--- src/rtl/fp_pkg.sv ---
// Shared types for the pipelined floating-point adder/subtractor.
// Stage payload structs are sized by the package widths below; keep them equal to the top-level parameters.
package fp_pkg;

    localparam int PKG_EXP_W  = 4;
    localparam int PKG_FRAC_W = 8;
    localparam int GRS_W      = 3;
    localparam int ALN_W      = PKG_FRAC_W + GRS_W;
    localparam int SUM_W      = ALN_W + 1;

    // Operands after swap/align: big operand untouched, small one shifted with guard/round/sticky.
    typedef struct packed {
        logic                  valid;
        logic                  sign;
        logic                  eff_sub;
        logic [PKG_EXP_W-1:0]  exp;
        logic [PKG_FRAC_W-1:0] big_frac;
        logic [ALN_W-1:0]      small_aln;
    } s1_t;

    typedef struct packed {
        logic                 valid;
        logic                 sign;
        logic [PKG_EXP_W-1:0] exp;
        logic [SUM_W-1:0]     sum;
    } s2_t;

    typedef struct packed {
        logic                  sign;
        logic [PKG_EXP_W-1:0]  exp;
        logic [PKG_FRAC_W-1:0] frac;
        logic                  ovf;
        logic                  uf;
        logic                  zero;
        logic                  inexact;
    } res_t;

endpackage

--- src/rtl/fp_lzc.sv ---
// Leading-zero counter: count is the number of zeros above the highest set bit, W when all zero.
module fp_lzc #(
    parameter int W = 8
) (
    input  logic [W-1:0]             value,
    output logic [$clog2(W+1)-1:0]   count,
    output logic                     all_zero
);

    localparam int CW = $clog2(W + 1);

    // Scanning upward lets the highest set bit have the last word.
    always_comb begin
        count = CW'(W);
        for (int i = 0; i < W; i++) begin
            if (value[i]) begin
                count = CW'(W - 1 - i);
            end
        end
    end

    assign all_zero = ~|value;

endmodule

--- src/rtl/fp_addsub_pipe.sv ---
// Three-stage floating-point add/subtract: swap/align, add/sub, normalise/round/pack.
// All stages advance together whenever the output register is empty or being drained.
module fp_addsub_pipe
    import fp_pkg::*;
#(
    parameter int EXP_W  = PKG_EXP_W,
    parameter int FRAC_W = PKG_FRAC_W
) (
    input  logic              clk,
    input  logic              reset,
    input  logic              in_valid,
    output logic              in_ready,
    input  logic              op,
    input  logic              a_sign,
    input  logic [EXP_W-1:0]  a_exp,
    input  logic [FRAC_W-1:0] a_frac,
    input  logic              b_sign,
    input  logic [EXP_W-1:0]  b_exp,
    input  logic [FRAC_W-1:0] b_frac,
    output logic              out_valid,
    input  logic              out_ready,
    output logic              r_sign,
    output logic [EXP_W-1:0]  r_exp,
    output logic [FRAC_W-1:0] r_frac,
    output logic              flag_ovf,
    output logic              flag_uf,
    output logic              flag_zero,
    output logic              flag_inexact
);

    localparam int LZ_W = $clog2(ALN_W + 1);
    localparam int XW   = ((EXP_W > LZ_W) ? EXP_W : LZ_W) + 2;
    localparam int SH_W = 2 * FRAC_W + 4;
    localparam logic signed [XW-1:0] EXP_MAX = XW'((1 << EXP_W) - 1);

    logic adv;
    s1_t  s1_d, s1_q;
    s2_t  s2_d, s2_q;
    res_t s3_d, res_q;
    logic out_valid_q;

    assign adv      = !out_valid_q | out_ready;
    assign in_ready = adv;

    // Stage 1: operands with a cleared leading bit count as zero magnitude so they always lose the compare.
    logic                  a_zero, b_zero, a_s, b_s, swap;
    logic [EXP_W-1:0]      a_e, b_e, big_e, sml_e, diff;
    logic [FRAC_W-1:0]     a_f, b_f, big_f, sml_f;
    logic [SH_W-1:0]       shifted;
    logic [ALN_W-1:0]      sml_aln;

    always_comb begin
        s1_d    = '0;
        a_zero  = !a_frac[FRAC_W-1];
        b_zero  = !b_frac[FRAC_W-1];
        a_e     = a_zero ? '0 : a_exp;
        a_f     = a_zero ? '0 : a_frac;
        b_e     = b_zero ? '0 : b_exp;
        b_f     = b_zero ? '0 : b_frac;
        a_s     = a_sign;
        b_s     = b_sign ^ op;
        swap    = {b_e, b_f} > {a_e, a_f};
        big_e   = swap ? b_e : a_e;
        big_f   = swap ? b_f : a_f;
        sml_e   = swap ? a_e : b_e;
        sml_f   = swap ? a_f : b_f;
        diff    = big_e - sml_e;
        shifted = {sml_f, {(FRAC_W + 4){1'b0}}} >> diff;
        if (32'(diff) >= FRAC_W + 2) begin
            sml_aln = {{(ALN_W - 1){1'b0}}, |sml_f};
        end else begin
            sml_aln = {shifted[SH_W-1 -: FRAC_W+2], |shifted[FRAC_W+1:0]};
        end
        s1_d.valid     = in_valid;
        s1_d.sign      = swap ? b_s : a_s;
        s1_d.eff_sub   = a_s ^ b_s;
        s1_d.exp       = big_e;
        s1_d.big_frac  = big_f;
        s1_d.small_aln = sml_aln;
    end

    // Stage 2: big >= small in magnitude, so the subtraction never goes negative.
    logic [SUM_W-1:0] big_ext, sml_ext;

    always_comb begin
        s2_d       = '0;
        big_ext    = {1'b0, s1_q.big_frac, {GRS_W{1'b0}}};
        sml_ext    = {1'b0, s1_q.small_aln};
        s2_d.valid = s1_q.valid;
        s2_d.sign  = s1_q.sign;
        s2_d.exp   = s1_q.exp;
        s2_d.sum   = s1_q.eff_sub ? (big_ext - sml_ext) : (big_ext + sml_ext);
    end

    logic [LZ_W-1:0] lz;
    logic            lz_zero;

    fp_lzc #(.W(ALN_W)) u_lzc (
        .value    (s2_q.sum[ALN_W-1:0]),
        .count    (lz),
        .all_zero (lz_zero)
    );

    // Stage 3: exponents are tracked signed and wider so underflow and overflow are both visible.
    logic                     carry, is_zero, grd, rnd_b, stk, rnd;
    logic [ALN_W-1:0]         nrm;
    logic [FRAC_W-1:0]        frac_n, frac_r;
    logic [FRAC_W:0]          frac_sum;
    logic signed [XW-1:0]     exp_n, exp_r;

    always_comb begin
        s3_d    = '0;
        carry   = s2_q.sum[SUM_W-1];
        is_zero = !carry & lz_zero;
        if (carry) begin
            nrm   = {s2_q.sum[SUM_W-1:2], s2_q.sum[1] | s2_q.sum[0]};
            exp_n = XW'(s2_q.exp) + XW'(1);
        end else begin
            nrm   = s2_q.sum[ALN_W-1:0] << lz;
            exp_n = XW'(s2_q.exp) - XW'(lz);
        end
        frac_n   = nrm[ALN_W-1:GRS_W];
        grd      = nrm[2];
        rnd_b    = nrm[1];
        stk      = nrm[0];
        rnd      = grd & (rnd_b | stk | frac_n[0]);
        frac_sum = {1'b0, frac_n} + {{FRAC_W{1'b0}}, rnd};
        if (frac_sum[FRAC_W]) begin
            frac_r = {1'b1, {(FRAC_W - 1){1'b0}}};
            exp_r  = exp_n + XW'(1);
        end else begin
            frac_r = frac_sum[FRAC_W-1:0];
            exp_r  = exp_n;
        end

        if (!s2_q.valid) begin
            s3_d = '0;
        end else if (is_zero) begin
            s3_d.zero = 1'b1;
        end else if (exp_n < 0) begin
            s3_d.uf   = 1'b1;
            s3_d.zero = 1'b1;
        end else if (exp_r > EXP_MAX) begin
            s3_d.sign    = s2_q.sign;
            s3_d.exp     = '1;
            s3_d.frac    = '1;
            s3_d.ovf     = 1'b1;
            s3_d.inexact = grd | rnd_b | stk;
        end else begin
            s3_d.sign    = s2_q.sign;
            s3_d.exp     = exp_r[EXP_W-1:0];
            s3_d.frac    = frac_r;
            s3_d.inexact = grd | rnd_b | stk;
        end
    end

    always_ff @(posedge clk or posedge reset) begin
        if (reset) begin
            s1_q        <= '0;
            s2_q        <= '0;
            res_q       <= '0;
            out_valid_q <= 1'b0;
        end else if (adv) begin
            s1_q        <= s1_d;
            s2_q        <= s2_d;
            res_q       <= s3_d;
            out_valid_q <= s2_q.valid;
        end
    end

    assign out_valid    = out_valid_q;
    assign r_sign       = res_q.sign;
    assign r_exp        = res_q.exp;
    assign r_frac       = res_q.frac;
    assign flag_ovf     = res_q.ovf;
    assign flag_uf      = res_q.uf;
    assign flag_zero    = res_q.zero;
    assign flag_inexact = res_q.inexact;

endmodule

--- config.mk ---
export PLATFORM = sky130hd
export DESIGN_NAME = fp_addsub_pipe
export DESIGN_NICKNAME = d
export VERILOG_FILES = /design/src/rtl/fp_pkg.sv /design/src/rtl/fp_lzc.sv /design/src/rtl/fp_addsub_pipe.sv
export SDC_FILE = /design/constraint.sdc
export NUM_CORES = 1
export LEC_CHECK = 0
export ABC_AREA = 1
export CAP_MARGIN = 5
export CORE_ASPECT_RATIO = 0.7
export CORE_MARGIN = 3
export CORE_UTILIZATION = 29
export DETAILED_ROUTE_END_ITERATION = 7
export GPL_TIMING_DRIVEN = 0
export PLACE_DENSITY = 0.44
export SLEW_MARGIN = 20
export SYNTH_ARGS = -nofsm -noshare
export SYNTH_HDL_FRONTEND = slang
export SYNTH_HIERARCHICAL = 1
export SYNTH_SLANG_ARGS = --single-unit
--- constraint.sdc ---
create_clock -name clk -period 4.1 [get_ports clk]
set_clock_uncertainty 0.15 [all_clocks]
set_input_delay 0.82 -clock clk [delete_from_list [all_inputs] [get_ports clk]]
set_output_delay 0.82 -clock clk [all_outputs]
set_load 0.05 [all_outputs]
; ---- Yosys cells after proc, flatten, opt, wreduce, memory -nomap -nowiden
; Index checks and enable logic that the tools add are counted.
[word_totals]
ff_bits = 62
input_bits = 31
out_inout_bits = 19
word_cells = 82
[classes]
add_sub_neg = 7
order_cmp = 4
shift = 2
n_mux = 35
n_bitwise = 10
n_reduce_logical = 6
[ops]
columns = cell, n
row1 = $mux W4, 12
row2 = $mux W8, 5
row3 = $mux W12, 2
row4 = $mux W11, 2
row5 = $shr A20 B4 Y20, 1
row6 = $mux W17, 1
row7 = $mux W15, 1
row8 = $mux W14, 1
row9 = $add A11 B11 Y12, 1
row10 = $gt A12 B12 Y1, 1
row11 = $mux W6, 2
row12 = $sub A11 B11 Y12, 1
row13 = $reduce_or A11 Y1, 1
row14 = $shl A11 B4 Y11, 1
row15 = $reduce_or A10 Y1, 1
row16 = $add A8 B1 Y9, 1
row17 = $reduce_or A8 Y1, 1
row18 = $add A6 B2 Y6 const B, 1
row19 = $gt A6 B5 Y1 const B, 1
row20 = $lt A6 B1 Y1 const B, 1
row21 = $mux W1, 6
row22 = $mux W2, 3
row23 = $or A1 B1 Y1, 6
row24 = $add A4 B1 Y5 const B, 1
row25 = other kinds (6), 10

; ---- Longest topological paths before layout
; Gate-level depths: netlist of the first run.
[depth]
depth_word = 23
depth_mapped = 33
ltp_nobuf = 30

; ---- Cells and area by module
; Netlist of the first run, hierarchy kept.
[by_module_without_submodules]
columns = module, n_inst, cells_each, area_each_um2, seq_area_each_um2
row1 = fp_addsub_pipe, 1, 767, 5286.3, 1551.5
row2 = fp_lzc, 1, 30, 140.1, 0.0

; ---- Worst setup path after synthesis of the first run
; OpenSTA, ideal clock, no wires.
[synth_timing]
kind = input to register
from = input port a_frac[7]
to = register s1_q[0] (netlist name)
setup_ns = 0.117
t_arrival_ns = 3.883
required_time_ns = 3.833
setup_slack_ns = -0.050
stages = 30
n_path_buf = 4
path_cell_list = buf_6 -> clkbuf_1 -> nand2_1 -> ha_1 -> nand2_1 -> nor2_4 -> nand2_1 -> nor2_1 -> nand3_1 -> nand2_1 -> inv_2 -> nand2_4 -> nand2_4 -> buf_6 -> nand2_2 -> o211ai_2 -> ha_1 -> buf_4 -> inv_1 -> nand3_1 -> nand2_1 -> nand2_1 -> nand2_1 -> nand2_1 -> nor2_1 -> nand2_1 -> nand2_1 -> nand2_1 -> nand2_1 -> nand2_1
[synth_via]
elab_chain_len = 7
elab_cells_between_ends = 12
classes_between = add/sub: 1 / order compare: 2 / shift: 1 / mux: 6 / reduce/logical: 2
[synth_lines]
columns = item, line
row1 = "start, declared", fp_addsub_pipe.sv:16  ; input logic [FRAC_W-1:0] a_frac,
row2 = $mux W8 / $mux W4 (equally long branches), "fp_addsub_pipe.sv:57, fp_addsub_pipe.sv:56"
row3 = $gt A12 B12 Y1, fp_addsub_pipe.sv:62  ; swap = {b_e, b_f} > {a_e, a_f};
row4 = "$mux W4, on equally long branches", "fp_addsub_pipe.sv:63, fp_addsub_pipe.sv:65"
row5 = $sub A4 B4 Y4, fp_addsub_pipe.sv:67  ; diff = big_e - sml_e;
row6 = $shr A20 B4 Y20, fp_addsub_pipe.sv:68  ; shifted = {sml_f, {(FRAC_W + 4){1'b0}}} >> diff;
row7 = $reduce_or A10 Y1, fp_addsub_pipe.sv:72  ; sml_aln = {shifted[SH_W-1 -: FRAC_W+2], |shifted[FRAC_W+1:0]};
row8 = $mux W11 (*), fp_addsub_pipe.sv:69  ; if (32'(diff) >= FRAC_W + 2) begin
row9 = "end signal, assigned", fp_addsub_pipe.sv:159  ; s1_q <= '0;
row10 = "end signal, assigned", fp_addsub_pipe.sv:164  ; s1_q <= s1_d;
row11 = "end, declared", fp_addsub_pipe.sv:37  ; s1_t s1_d, s1_q;
; Every way passes the cells marked *; elsewhere a longest branch is shown, timed or not.
; A chain may end at the register's enable or synchronous reset.

; ---- Worst setup path after layout of the first run
[layout_timing]
from = input port a_exp[0]
to = register s1_q[2] (netlist name)
[layout_via]
elab_chain_len = 6
elab_cells_between_ends = 9
classes_between = add/sub: 1 / order compare: 2 / shift: 1 / mux: 5
[layout_lines]
columns = item, line
row1 = "start, declared", fp_addsub_pipe.sv:15  ; input logic [EXP_W-1:0] a_exp,
row2 = $mux W4 (*), fp_addsub_pipe.sv:56  ; a_e = a_zero ? '0 : a_exp;
row3 = $gt A12 B12 Y1, fp_addsub_pipe.sv:62
row4 = "$mux W4, on equally long branches", "fp_addsub_pipe.sv:63, fp_addsub_pipe.sv:65"
row5 = $sub A4 B4 Y4, fp_addsub_pipe.sv:67
row6 = $shr A20 B4 Y20 / $ge A4 B4 Y1 (equally long branches), "fp_addsub_pipe.sv:68, fp_addsub_pipe.sv:69"
row7 = $mux W11 (*), fp_addsub_pipe.sv:69
; Marks and branches as above.

==> reports/results.ini, run 1 <==
[routing]
drc = 0
drtPass1Iterations = 6
drt-total-wl_um = 17800
vias = 5537
wl_per_cell_um = 15.8
ant_nets = 0
avgViaCountPerCell = 4.90
drt_iter0_drc = 447

[die]
die_x_um = 169
rows = 41
dieArea_um2 = 20400
ioPinCount = 50
die_h_um = 120
initial_utilization = 0.299
core_um2 = 18200

[sta]
setup_viol = 0
final.min_clock_period_ps = 3930
worst_pin_slew_ps = 773
relSlewSlack = 0.484
finalCritPeriodShare = 0.958
finalWorstSetupSlack_ps = 171
finalSetupTns_ps = 0
hold_violations = 0
max_freq_mhz = 255
worst_hold_slack_ps = 331
report.final.slew_viol_count = 0

[place]
dp.cells = 1082
dp_hpwl_um = 14100
place_congestion = 0.864
port_buffers = 48
place_ws_ps = -1300

[synthesis]
synth_top_cell_by_area = dfrtp_1
avgSynthCellArea_um2 = 6.81
syn-num-nets = 866
ys_seq_area_frac = 0.286
synth_top_area_share = 0.286
synth_fa_ha_area_frac = 0.0904
synthesis.yosys.warnings = 6
syn_area_um2 = 5430
synth_flop_cell = dfrtp_1
ys_top_cells_by_area = dfrtp_1, nand2_1, ha_1
synth_top_family_by_area = simple AND/OR/NAND/NOR gates
synth-compound-area-share = 0.166
yosys.cell_types.count = 52
synthArstFlopShare = 1.00
synth-seq-cells = 62
yosysMostFrequentCell = nand2_1
synthMuxAreaShare = 0.00922
yosys.area_share.simple = 0.316
syn_inst = 797
synth-edff-count = 0
ys_top_cells_by_count = nand2_1, inv_1, o21ai_0
synth-xor-area-share = 0.0226

[final_layout]
multiInputGateArea_um2 = 3560
final-instance-count-excl-fill = 1130
fill_cells = 1924
seq_area_um2 = 1550
drive_gt1_frac = 0.187
area_growth_pct = 31.5
diodes = 0
final_nets = 958

[outcome]
status = complete, no violations

[global_route]
grt.total_usage = 0.176
grt_start_max_net_pins = 52
antenna_found_initial = 0
grt-ovfl-total = 0
grt_pass1_vias = 5259
grt_pass1_wl_um = 28400

[flow_run]
cap_violations = 0

[cts]
htreeDepth = 3
cts_buffers = 9
clkTransAtPathRegs_ps = 60
clkSinkCount = 62
cts_tree = built
clk-insertion-delay-late_ps = 330
clock-root-buffer = clkbuf_16
cts_hold_buf = 0
clock_path_buffers = 2

[worst_setup_path]
slowest_stage = clkdlybuf4s50_1
crit_path_start_kind = input port
path_class = input port to register
required_ps = 4130
arrival_ps = 3960
path_common_cell = nand2_1
r2r_slack_ps = 200
cp_max_fo = 8
crit_buf_inv = 8
cpPeakStageDelay_ps = 470
crit_family = buffers and inverters
end_kind = register

[power_and_ir_drop]
power_leakage_nw = 3.48
powerDensity_nw_per_um2 = 724
total_power_mw = 5.17
ir_drop_mv = 0.259

[worst_hold_path]
min_path_type = register to register

-- kinds of logic (layout without fill, tap and decap cells) --
family / Yosys count / after routing
simple gates: 383 / 383
flops: 62 / 62
buf+inv: 143 / 240
compound gates: 152 / 152
xor+xnor: 14 / 14
mux: 5 / 5
fa+ha+maj: 38 / 38
-- layout make-up --
class / instances / area share
inverter: 114 / 0.0622
multi-input combinational: 592 / 0.499
buffer: 28 / 0.0282
sequential: 62 / 0.218
tap: 236 / 0.0414
clock buffer: 10 / 0.0321
clock inverter: 6 / 0.0133
timing repair buffer: 82 / 0.106
-- metal layers --
metal  part of all wire  vias to the layer above  track usage
met4             0.0077                        0       0.0286
met3              0.047                       12       0.0343
li1                   -                     2775            -
met1               0.57                     2622        0.298
met5                  0                        -            0
met2               0.37                      128        0.225
-- worst reg2reg max path, stage by stage, from the launching register on --
cell      delay, ps
dfrtp_2         430
nand2_1          70
nand2_1          60
nand2_1          60
nand2_1          50
nand2_1          60
nand2_1          60
nand2_1          60
nand2_1          90
a21oi_4         190
buf_6           150
buf_6           140
o21ai_1          90
nand2_1          70
o21ai_1         120
or2_2           310
a22oi_2         250
ha_2            240
nand2_1         100
nor2_4          160
nand4_1         210
nor2_4          290
buf_4           160
nand3_1          60
nand2_1          80
o211ai_1         80
-- stage by stage --
stage / cell area [µm²] / utilization
after floorplan: 5430 / -
after global placement: 6200 / 0.342
after detailed placement: 6230 / 0.343
after CTS: 6680 / 0.368
after global routing: 7140 / 0.393
final: 7140 / 0.393
-- report_power, final --
part           internal, mW  leakage (nW)  total, mW  switching (mW)
Combinational          1.16          2.54       3.28            2.12
Clock                 0.538         0.157      0.847           0.309
Sequential            0.843         0.782       1.04           0.200
-- sequential cells by signal, summed over array words and instances (netlist names) --
name / cells
r_sign: 1
flag_uf: 1
flag_inexact: 1
out_valid: 1
carry: 1
r_frac: 8
s2_q: 17
s1_q: 18
r_exp: 4
big_ext: 8
flag_ovf: 1
flag_zero: 1
-- worst paths after layout --
path                       depth (start not counted)  startpoint   endpoint
max                                               26    a_exp[0]    s1_q[2]
min                                                2    s1_q[21]   s2_q[14]
max reg2reg                                       25     s2_q[0]   r_exp[2]
min reg2reg                                        2    s1_q[21]   s2_q[14]
max in group asynchronous                          3       reset    s2_q[2]
min in group asynchronous                          2       reset  r_frac[7]
-- repair_timing --
item                                    4_1_cts  5_1_grt
gates resized for setup                      18       72
pin swaps                                     5       24
setup buffers                                 9       24
endpoints found under the setup margin       26       23
-- cells in the final DEF (no fill, tap or decap), drive strengths merged, types with 2 or more instances in the layout --
| master | Yosys | routed |
|---|---|---|
| clkdlybuf4s50 | 0 | 45 |
| bufinv | 0 | 2 |
| nand2 | 249 | 249 |
| nand3 | 65 | 65 |
| nor3 | 6 | 6 |
| o311ai | 2 | 2 |
| a21oi | 32 | 32 |
| dfrtp | 62 | 62 |
| a31oi | 11 | 11 |
| ha | 36 | 36 |
| xor2 | 12 | 12 |
| buf | 13 | 48 |
| o21bai | 3 | 3 |
| nor2 | 46 | 46 |
| xnor2 | 2 | 2 |
| dlymetal6s2s | 0 | 2 |
| clkinvlp | 0 | 3 |
| inv | 113 | 112 |
| clkbuf | 16 | 25 |
| o31ai | 3 | 3 |
| o22ai | 7 | 7 |
| o21ai | 72 | 72 |
| o211ai | 13 | 13 |
| mux2i | 5 | 5 |
| o21a | 5 | 5 |
| clkinv | 1 | 3 |
| or2 | 5 | 5 |
| nand4 | 7 | 7 |
| fa | 2 | 2 |
No activity file was read; power rests on OpenSTA's default activity.
==> inputs of run 2 (changes only) <==
--- a/config.mk
+++ b/config.mk
@@ -10,6 +10,7 @@
 export CORE_ASPECT_RATIO = 0.7
 export CORE_MARGIN = 3
 export CORE_UTILIZATION = 29
+export CTS_BUF_LIST = sky130_fd_sc_hd__clkbuf_16
 export DETAILED_ROUTE_END_ITERATION = 7
 export GPL_TIMING_DRIVEN = 0
 export PLACE_DENSITY = 0.44
==> run 2 against run 1 <==
First-iteration DRC count is 0.45% higher. Via count fell by 0.18%. Global-route usage stayed put. Critical endpoint unchanged.
==> reports/results.ini, run 2 (synthesis gave the netlist of run 1 again) <==
[cts]
htreeDepth = 3
cts_tree = built
clock-root-buffer = clkbuf_16
clkSinkCount = 62
cts_hold_buf = 0
cts_buffers = 9
clkTransAtPathRegs_ps = 60
clock_path_buffers = 2
clk-insertion-delay-late_ps = 330

[worst_setup_path]
crit_buf_inv = 8
crit_path_start_kind = input port
cp_max_fo = 8
path_common_cell = nand2_1
required_ps = 4130
slowest_stage = clkdlybuf4s50_1
cpPeakStageDelay_ps = 470
end_kind = register
crit_family = buffers and inverters
arrival_ps = 3960
path_class = input port to register

[final_layout]
fill_cells = 1924
final_nets = 958
top_register = s1_q
final_cell_mix = nand2_1, inv_1, o21ai_0
largest_reg_flops = 18
final-instance-count-excl-fill = 1130
area_growth_pct = 31.5
diodes = 0
final_common_cell = nand2_1
drive_gt1_frac = 0.187
largestRegisters = s1_q x18, s2_q x17

[sta]
max_freq_mhz = 254
setup_viol = 0
worst_pin_slew_ps = 774
finalWorstSetupSlack_ps = 171
final.min_clock_period_ps = 3930
finalSetupTns_ps = 0
worst_hold_slack_ps = 331
hold_violations = 0
relSlewSlack = 0.484
finalCritPeriodShare = 0.958
report.final.slew_viol_count = 0

[place]
place_ws_ps = -1300
dp.cells = 1082
place_congestion = 0.864
dp_hpwl_um = 14100
port_buffers = 48

[flow_run]
cap_violations = 0

[global_route]
grt_pass1_vias = 5259
grt.total_usage = 0.176
antenna_found_initial = 0
grt-ovfl-total = 0
grt_start_max_net_pins = 52
grt_pass1_wl_um = 28400

[routing]
drt_iter0_drc = 449
vias = 5527
drt-total-wl_um = 17800
avgViaCountPerCell = 4.89
drtPass1Iterations = 5
drc = 0
wl_per_cell_um = 15.8
ant_nets = 0

[die]
rows = 41
initial_utilization = 0.299
core_um2 = 18200
die_h_um = 120
die_x_um = 169
dieArea_um2 = 20400
ioPinCount = 50

[worst_hold_path]
min_path_type = register to register

[power_and_ir_drop]
seqPwrFrac = 0.202
p_comb_frac = 0.634
power.switching_mw = 2.62
total_power_mw = 5.17
intPower_mw = 2.54
switching_share = 0.508
clkPwrFrac = 0.164
power_leakage_nw = 3.48
ir_drop_mv = 0.259
powerDensity_nw_per_um2 = 724

[outcome]
status = complete, no violations

==> run 2: cell types whose count changed in the layout (fill, tap and decap cells not counted), sizes merged <==
| cell | previous run | this run |
|---|---|---|
| clkbuf | 25 | 24 |
| inv | 112 | 113 |
==> run 2: layout make-up <==
| class | count | area (µm²) | area share |
|---|---|---|---|
| buffer | 28 | 201 | 0.0282 |
| multi-input combinational | 592 | 3560 | 0.499 |
| timing repair buffer | 82 | 759 | 0.106 |
| clock inverter | 7 | 98.8 | 0.0138 |
| sequential | 62 | 1550 | 0.218 |
| clock buffer | 9 | 225 | 0.0316 |
| tap | 236 | 295 | 0.0414 |
| inverter | 114 | 444 | 0.0622 |
==> run 2: what timing repair did <==
action,CTS,global route
pin swaps,5,24
gates resized for setup,18,72
cloned,0,0
endpoints found under the setup margin,26,23
buffers inserted,9,24
==> run 2: worst register-to-register path, delay by kind of cell, from the launching register on <==
| kind | cells | cell delay (ps) |
|---|---|---|
| AND/OR/NAND/NOR | 16 | 1790 |
| AO/OA/AOI/OAI | 5 | 730 |
| buffers and inverters | 3 | 450 |
| flip-flops | 1 | 430 |
| adder cells (fa/ha/maj) | 1 | 240 |
==> run 2: worst paths after layout <==
path	startpoint	depth (start not counted)	endpoint	slack [ps]
setup / recovery	a_exp[0]	26	s1_q[2]	170
setup reg to reg	s2_q[0]	25	r_exp[2]	200
max in group asynchronous	reset	3	s2_q[2]	2650
min in group asynchronous	reset	2	r_frac[7]	600
hold / removal	s1_q[0]	2	s1_q[0]	330
hold reg to reg	s1_q[0]	2	s1_q[0]	330
==> run 2: power groups by stage <==
stage                     clock (mW)  combinational, mW  sequential [mW]
after floorplan                    0               1.98             1.19
after global placement             0               2.98             1.04
after detailed placement           0               2.99             1.04
after CTS                      0.857               3.06             1.04
after global routing           0.885               3.68             1.08
final                          0.845               3.28             1.04
==> run 2: stage by stage <==
step / utilization / area, µm²
after detailed placement: 0.343 / 6230
after global routing: 0.393 / 7140
after CTS: 0.368 / 6680
after global placement: 0.342 / 6200
after floorplan: - / 5430
final: 0.393 / 7140
==> run 2: layer usage <==
metal | part of all wire | vias to the layer above | GRT usage | wire length (µm)
met2 | 0.37 | 124 | 0.225 | 6650
met4 | 0.0077 | 0 | 0.0286 | 137
met3 | 0.045 | 12 | 0.0343 | 806
met5 | 0 | - | 0 | 0
met1 | 0.57 | 2616 | 0.298 | 10200
li1 | - | 2775 | - | -
